<file path="src/rtl/spart_pkg.sv">
// Shared SPART definitions: transmit FSM states, baud rates and the bit-period divisor helper.
// Imported by both the transmit and receive paths.
package spart_pkg;

    localparam int DATA_W     = 8;
    localparam int BAUD_CNT_W = 15;

    localparam int unsigned BAUD_4800  = 4800;
    localparam int unsigned BAUD_9600  = 9600;
    localparam int unsigned BAUD_19200 = 19200;
    localparam int unsigned BAUD_38400 = 38400;

    typedef enum logic [1:0] {
        IDLE  = 2'd0,
        START = 2'd1,
        DATA  = 2'd2,
        STOP  = 2'd3
    } tx_state_t;

    // Rounded bit period in clk cycles: (clk_hz + baud/2) / baud.
    function automatic logic [BAUD_CNT_W-1:0] div_for(input logic [1:0] cfg, input int unsigned clk_hz);
        int unsigned baud;
        case (cfg)
            2'b00:   baud = BAUD_4800;
            2'b01:   baud = BAUD_9600;
            2'b10:   baud = BAUD_19200;
            default: baud = BAUD_38400;
        endcase
        return BAUD_CNT_W'((clk_hz + baud / 2) / baud);
    endfunction

endpackage

</file>
<file path="src/rtl/spart_baud_tick.sv">
// Loadable down-counter producing one tick on the last cycle of every bit period.
// A load restarts the period; otherwise the counter reloads itself from the last loaded divisor.
module spart_baud_tick
    import spart_pkg::*;
(
    input  logic                  clk,
    input  logic                  rst,
    input  logic                  load,
    input  logic [BAUD_CNT_W-1:0] div,
    output logic                  tick
);

    localparam logic [BAUD_CNT_W-1:0] ONE = BAUD_CNT_W'(1);

    logic [BAUD_CNT_W-1:0] cnt_q, cnt_d;
    logic [BAUD_CNT_W-1:0] period_q, period_d;

    always_comb begin
        cnt_d    = cnt_q;
        period_d = period_q;
        if (load) begin
            cnt_d    = div - ONE;
            period_d = div;
        end else if (cnt_q == '0) begin
            cnt_d = period_q - ONE;
        end else begin
            cnt_d = cnt_q - ONE;
        end
    end

    // A period of 1 keeps the counter parked at zero until the first load.
    always_ff @(posedge clk) begin
        if (rst) begin
            cnt_q    <= '0;
            period_q <= ONE;
        end else begin
            cnt_q    <= cnt_d;
            period_q <= period_d;
        end
    end

    assign tick = (cnt_q == '0);

endmodule

</file>
<file path="src/rtl/spart_tx.sv">
// SPART transmitter: valid/ready byte intake into a one-entry holding buffer, 8N1 serialisation.
// Handshake: a byte is taken on any rising edge where tx_valid && tx_ready; tx_ready = hold empty.
module spart_tx
    import spart_pkg::*;
#(
    parameter int unsigned CLK_HZ = 100000000
) (
    input  logic              clk,
    input  logic              rst,
    input  logic [1:0]        br_cfg,
    input  logic [DATA_W-1:0] tx_data,
    input  logic              tx_valid,
    output logic              tx_ready,
    output logic              txd,
    output logic              tx_busy
);

    tx_state_t             state_q, state_d;
    logic [2:0]            bit_idx_q, bit_idx_d;
    logic [DATA_W-1:0]     shift_q, shift_d;
    logic [DATA_W-1:0]     hold_q, hold_d;
    logic                  hold_full_q, hold_full_d;
    logic                  txd_q, txd_d;
    logic                  baud_load;
    logic                  baud_tick;
    logic [BAUD_CNT_W-1:0] baud_div;

    // br_cfg only matters on the cycle baud_load is high, i.e. when a frame starts.
    assign baud_div = div_for(br_cfg, CLK_HZ);

    spart_baud_tick u_baud (
        .clk  (clk),
        .rst  (rst),
        .load (baud_load),
        .div  (baud_div),
        .tick (baud_tick)
    );

    always_comb begin
        state_d     = state_q;
        bit_idx_d   = bit_idx_q;
        shift_d     = shift_q;
        hold_d      = hold_q;
        hold_full_d = hold_full_q;
        txd_d       = txd_q;
        baud_load   = 1'b0;

        case (state_q)
            IDLE: begin
                txd_d = 1'b1;
                if (hold_full_q) begin
                    shift_d     = hold_q;
                    hold_full_d = 1'b0;
                    baud_load   = 1'b1;
                    txd_d       = 1'b0;
                    state_d     = START;
                end
            end
            START: begin
                if (baud_tick) begin
                    bit_idx_d = '0;
                    txd_d     = shift_q[0];
                    state_d   = DATA;
                end
            end
            DATA: begin
                if (baud_tick) begin
                    if (bit_idx_q == 3'(DATA_W - 1)) begin
                        txd_d   = 1'b1;
                        state_d = STOP;
                    end else begin
                        shift_d   = {1'b0, shift_q[DATA_W-1:1]};
                        txd_d     = shift_q[1];
                        bit_idx_d = bit_idx_q + 3'd1;
                    end
                end
            end
            STOP: begin
                if (baud_tick) begin
                    // A waiting byte starts its frame with no idle cycle in between.
                    if (hold_full_q) begin
                        shift_d     = hold_q;
                        hold_full_d = 1'b0;
                        baud_load   = 1'b1;
                        txd_d       = 1'b0;
                        state_d     = START;
                    end else begin
                        txd_d   = 1'b1;
                        state_d = IDLE;
                    end
                end
            end
            default: begin
                txd_d   = 1'b1;
                state_d = IDLE;
            end
        endcase

        // Intake never coincides with a pickup: one needs hold empty, the other hold full.
        if (tx_valid && !hold_full_q) begin
            hold_d      = tx_data;
            hold_full_d = 1'b1;
        end
    end

    always_ff @(posedge clk) begin
        if (rst) begin
            state_q     <= IDLE;
            bit_idx_q   <= '0;
            shift_q     <= '0;
            hold_q      <= '0;
            hold_full_q <= 1'b0;
            txd_q       <= 1'b1;
        end else begin
            state_q     <= state_d;
            bit_idx_q   <= bit_idx_d;
            shift_q     <= shift_d;
            hold_q      <= hold_d;
            hold_full_q <= hold_full_d;
            txd_q       <= txd_d;
        end
    end

    assign tx_ready = !hold_full_q;
    assign tx_busy  = (state_q != IDLE);
    assign txd      = txd_q;

endmodule

</file>
<file path="config.mk">
export PLATFORM = sky130hd
export DESIGN_NAME = spart_tx
export DESIGN_NICKNAME = d
export VERILOG_FILES = /design/src/rtl/spart_pkg.sv /design/src/rtl/spart_baud_tick.sv /design/src/rtl/spart_tx.sv
export SDC_FILE = /design/constraint.sdc
export NUM_CORES = 1
export LEC_CHECK = 0
export ABC_AREA = 1
export ABC_CLOCK_PERIOD_IN_PS = 17500
export CORE_ASPECT_RATIO = 0.9
export CORE_UTILIZATION = 55
export CTS_CLUSTER_SIZE = 30
export DETAILED_ROUTE_END_ITERATION = 6
export PLACE_DENSITY = 0.68
export SLEW_MARGIN = 20
export SYNTH_ARGS = -nofsm -noshare
export SYNTH_HDL_FRONTEND = slang
export SYNTH_SLANG_ARGS = --single-unit
</file>
<file path="constraint.sdc">
create_clock -name clk -period 17.5 [get_ports clk]
set_input_delay 3.5 -clock clk [delete_from_list [all_inputs] [get_ports clk]]
set_output_delay 3.5 -clock clk [all_outputs]
set_load 0.005 [all_outputs]
</file>
Word level (Yosys, flattened, before mapping)
Cells that the tools add are included.
{"block": "totals", "regBits": 53, "elab_cells": 72, "input_bits": 13, "output_inout_bits": 3}
{"block": "op_classes", "n_div": 1, "addsub": 5, "n_eq_ne": 13, "muxes": 31, "n_reduce_logical": 14}
{"operator": "16-bit case mux with 3 select lines", "n": 1}
{"operator": "15-bit by 1-bit subtractor with 15-bit output (second input constant)", "n": 3}
{"operator": "27-bit by 31-bit adder with 32-bit output (first input constant)", "n": 1}
{"operator": "32-bit by 32-bit divider with 32-bit output", "n": 1}
{"operator": "8-bit two-way mux", "n": 4}
{"operator": "15-bit two-way mux", "n": 2}
{"operator": "8-bit case mux with 3 select lines", "n": 1}
{"operator": "15-bit logical NOT", "n": 1}
{"operator": "2-bit inequality test (second input constant)", "n": 6}
{"operator": "1-bit two-way mux", "n": 10}
{"operator": "2-bit two-way mux", "n": 5}
{"operator": "3-bit two-way mux", "n": 3}
{"operator": "2-bit case mux with 4 select lines", "n": 1}
{"operator": "4-bit AND reduction", "n": 2}
{"operator": "2-bit equality test (second input constant)", "n": 3}
{"operator": "3-bit case mux with 2 select lines", "n": 1}
{"operator": "3-bit nonzero test", "n": 2}
{"operator": "5-bit AND reduction", "n": 1}
{"operator": "2-bit by 1-bit equality test with 1-bit output (second input constant)", "n": 2}
{"operator": "2-bit logical NOT", "n": 2}
{"operator": "1-bit case mux with 2 select lines", "n": 2}
{"operator": "1-bit case mux with 4 select lines", "n": 1}
{"operator": "2-bit nonzero test", "n": 2}
{"operator": "3-bit by 1-bit adder with 3-bit output (second input constant)", "n": 1}
{"operator": "other kinds (6)", "n": 6}

Logic depth before layout (Yosys ltp)
{"block": "logic_depth", "ltp_word": 6, "ltp_mapped": 111, "depth_no_buf": 109}

Cells and area by module
Synthesis repeated with hierarchy kept, for this count alone.
{"block": "hier_totals", "cells_unflattened": 1033, "area_unflattened_um2": 6334.8}
{"module": "spart_tx", "instances": 1, "cells_each": 768, "area_per_inst_um2": 4588.2}
{"module": "spart_baud_tick", "instances": 1, "cells_each": 265, "area_per_inst_um2": 1746.7}

Least setup slack after synthesis
OpenSTA, ideal clock, no wires.
{"block": "synth_timing", "path_type": "input-to-reg", "startpoint": "in br_cfg[1]", "endpoint": "reg u_baud.cnt_q[10]", "path_slack_ns": 3.498, "arrival_time_ns": 13.932, "cell_stages": 104, "required_ns": 17.430, "path_cell_list": "inv_1 -> ha_1 -> buf_6 -> clkinv_1 -> ha_1 -> inv_1 -> nand2_1 -> ha_1 -> nand2_1 -> nand2_2 -> inv_2 -> nand2_2 -> nand2_1 -> inv_1 -> ha_1 -> a21oi_1 -> or2_4 -> nand3_2 -> [68 not listed] -> nor2_1 -> nand2_1 -> nand2_2 -> nand2_4 -> clkinv_4 -> ha_1 -> inv_1 -> nor2_1 -> nand2_1 -> nor2_1 -> inv_1 -> nor2_1 -> inv_1 -> nor2_1 -> inv_1 -> nor2_1 -> o21ai_0 -> a21oi_1"}
{"block": "synth_between", "elab_chain_cells": 6, "word_cells_on_any_way": 8}
{"element": "start, declared", "line": "spart_tx.sv:10", "rtl": "input logic [1:0] br_cfg,"}
{"element": "2-bit equality test (tied with other cells)", "line": "spart_pkg.sv:23", "rtl": "case (cfg)"}
{"element": "16-bit case mux with 3 select lines (*)", "line": "spart_pkg.sv:23"}
{"element": "27-bit by 31-bit adder with 32-bit output", "line": "spart_pkg.sv:29", "rtl": "return BAUD_CNT_W'((clk_hz + baud / 2) / baud);"}
{"element": "32-bit by 32-bit divider with 32-bit output (*)", "line": "spart_pkg.sv:29"}
{"element": "15-bit by 1-bit subtractor with 15-bit output (*)", "line": "spart_baud_tick.sv:22", "rtl": "cnt_d = div - ONE;"}
{"element": "15-bit two-way mux (*)", "line": "spart_baud_tick.sv:21", "rtl": "if (load) begin"}
{"element": "end signal, assigned", "line": "spart_baud_tick.sv:37", "rtl": "cnt_q <= cnt_d;"}
{"element": "end, declared", "line": "spart_baud_tick.sv:15", "rtl": "logic [BAUD_CNT_W-1:0] cnt_q, cnt_d;"}
Mark *: on every way between the ends. The rest lies on a longest branch, timed or not.
A chain may end at the register's enable or synchronous reset.

Final worst setup path
{"block": "layout_timing", "startpoint": "in br_cfg[0]", "endpoint": "reg u_baud.cnt_q[10]"}
The elaborated chain is that of the path after synthesis.

==> results.toml <==
[run_status]
run_status = "finished with violations"
violations = "DRC"

[timing]
final_hold_viol_count = 0
grt_setup_unrepaired = "no"
share_of_the_cycle_needed_by_the_critical_path_after_routing_pct = 91.1
fmax_mhz = 62.7
report.final.setup_viol = 0
slew_violations = 0
totalNegativeSetupSlack_ns = 0
finalClockSkew_ns = 0.00402
slew_headroom_pct = 33.6
timing_worst_slew_pin_value_ns = 0.997
post-route-min-period_ns = 15.94

[logic_synthesis]
syn-num-nets = 1046
synthArstFlopShare_pct = 0
synth_seq_cells = 50
number_of_distinct_library_cell_variants_in_the_gate_level_netlist_after_synthesis = 52
synth_top_flop_cell = "dfxtp_1"
post_synth_main_area_contributors = "dfxtp_1 (17%), nand2_1 (16%), ha_1 (8.4%), nor2_1 (7.6%), nand3_1 (7.2%)"
synth_top_area_share_pct = 16.8
synth_edf_count = 0
synth_seq_area_share_pct = 16.8
netlist_instances = 993
synthDominantAreaCellType = "dfxtp_1"
post_synthesis_mean_instance_area_um2 = 5.98
synth.cell_area_um2 = 5940
synthesis.yosys.warnings = 0

[clocking]
cts_buffers = 5
cts_hold_repair.buffers = 0
cts_max_path_buffers = 2
clock_latency_ns = 0.29
clkSinkCount = 50
path_clk_slew_ns = 0.06
clk_root_buffer_cell = "clkbuf_16"
htreeDepth = 2
cts_tree = "yes"

[worst_setup_path]
cp_max_fo = 11
worst_path_most_repeated_cell = "nand2_1"
critical_path.startpoint_type = "primary input"
worst_path_top_cell_family_by_delay = "simple AND/OR/NAND/NOR gates"
crit_path_max_incr_delay_ns = 0.51
crit_arrival_ns = 16.16
worst_ep_required_time_ns = 17.72
crit_path_end_kind = "flop"
timing.setup.critical_path_class = "primary input to flop"
worst_path_max_delay_cell = "clkdlybuf4s50_1"
worst_path_buf_inv = 17

[final_layout]
layout.area.seq_um2 = 1000
multi_input_area_um2 = 4240
fillerInstances = 1013
fin_nets = 1050
finalNonFillerCells = 1127
antenna-diode-count = 0
layout_cell_share_with_drive_strength_beyond_1_pct = 10.4
syn2layout_area_growth_pct = 5.77

[placement]
port_buffers = 15
routability_congestion_estimate_from_global_placement = 0.948
place.detailed.hpwl_mm = 13.4
post-place-cells = 1114

[die]
core_um2 = 10400
floorplan.die_area_um2 = 11200
fp.dieW_um = 112
die_h_um = 101
ios = 16
starting_density_pct = 57.3
core.rowCount = 35

[global_routing]
grt_pass1_wl_mm = 29.1
grt_pass1_vias = 6055
grt_max_degree = 30
global_route.overflow_total = 0
grt_antenna_before_repair = 0
grt_usage_pct = 31.7

[detailed_routing]
total_routed_wirelength_mm = 17.8
ant_nets = 0
drc_errors = 2
routed-via-count = 6569
detailedRoute.firstIterationViolations = 747
detail_route.wl_per_cell_um = 15.8
drt-vias-per-instance = 5.83
detailedRoute.firstPassIterationCount = 7

[hold_path]
hold_path.class = "flop to flop"

[power_and_ir_drop]
leakage_component_of_the_power_nw = 3.12
p_total_mw = 0.635
irDropWorstVdd_mv = 0.0997
powerDensity_nw_per_um2 = 101

[run]
cap_violations = 0
state kept, by name, indices dropped and copies added (netlist names):
register	count
bit_idx_q	3
hold_full_q	1
hold_q	8
shift_q	8
state_q	2
txd	1
u_baud.cnt_q	15
u_baud.period_q	12
worst paths after layout:
check | startpoint | end | slack (ns) | depth (start not counted)
hold / removal | shift_q[7]$_SDFFE_PP0P_ | shift_q[7]$_SDFFE_PP0P_ | 0.46 | 2
setup / recovery | br_cfg[0] | u_baud.cnt_q[10]$_SDFF_PP0_ | 1.56 | 104
setup reg to reg | u_baud.cnt_q[9]$_SDFF_PP0_ | u_baud.cnt_q[10]$_SDFF_PP0_ | 12.90 | 25
hold reg to reg | shift_q[7]$_SDFFE_PP0P_ | shift_q[7]$_SDFFE_PP0P_ | 0.46 | 2
per-layer routing:
metal  vias to the layer above  wire length (um)  GRT usage (%)
met1                      2962              7940           43.1
met2                       296              7910           51.9
li1                       3262                 -              -
met3                        49              1710           7.16
met5                         -                 0              0
met4                         0               240           5.72
synthesized netlist by cell type, types with 12 or more instances:
master	instances
a21oi_1	53
a31oi_1	13
dfxtp_1	50
ha_1	40
inv_1	113
nand2_1	250
nand2_2	16
nand3_1	86
nand3_2	12
nand4_1	19
nor2_1	121
o21ai_0	65
what timing repair did:
action                                  in CTS  in global routing
endpoints found under the setup margin       0                  4
resized for setup                            0                  6
setup buffers                                0                  5
per-stage QoR:
step,worst slack [ns],hold slack (ns),cell area [um^2],util (%)
final,1.56,0.464,6280,60.6
after global routing,0.00689,0.492,6280,60.6
after CTS,1.37,0.467,6230,60.0
after detailed placement,1.13,0.456,6080,58.6
after global placement,1.64,0.452,6080,58.6
after floorplan,3.50,0.438,5940,-
worst min-delay path: cells and delay by family, from the launching register on:
family / cells / cell delay [ns]
AO/OA/AOI/OAI: 1 / 0.05
flip-flops: 1 / 0.31
AND/OR/NAND/NOR: 1 / 0.06
logic make-up (layout without fill, tap and decap cells):
logic type               after synthesis  in the layout  synth area share (%)
AO/OA/AOI/OAI                        160            160                  14.9
XOR/XNOR                              10             10                  1.47
adder cells (fa/ha/maj)               40             40                  8.42
buffers and inverters                159            164                  12.0
flip-flops                            50             50                  16.8
AND/OR/NAND/NOR                      574            574                  46.4
where the power goes:
| group | switching, mW | leakage (nW) | internal (mW) |
|---|---|---|---|
| clock | 0.0415 | 0.0739 | 0.0567 |
| sequential | 0.0168 | 0.411 | 0.146 |
| combinational | 0.249 | 2.64 | 0.125 |
layout by cell type (no fill, tap or decap), drive strengths merged, types with 3 or more instances in the layout:
cell type	instances
nor4	9
nand2	273
a31oi	13
clkdlybuf4s50	15
a21oi	54
dfxtp	50
ha	40
xor2	6
o211ai	3
nand4	21
o21ai	72
nand3b	8
nor2	131
nand3	103
or2	9
buf	11
clkbuf	7
xnor2	4
nor3	14
o31ai	5
o311ai	3
clkinv	6
inv	123
cell type report:
cell class              count  area share [%]
multi-input cells         784            67.4
flip-flops and latches     50            15.9
inverters                 130            8.00
clock inverters             1          0.0796
well taps                 129            2.57
clock buffers               7            2.27
repair buffers             26            3.70
Note: power is estimated with default switching activity, not from simulation.
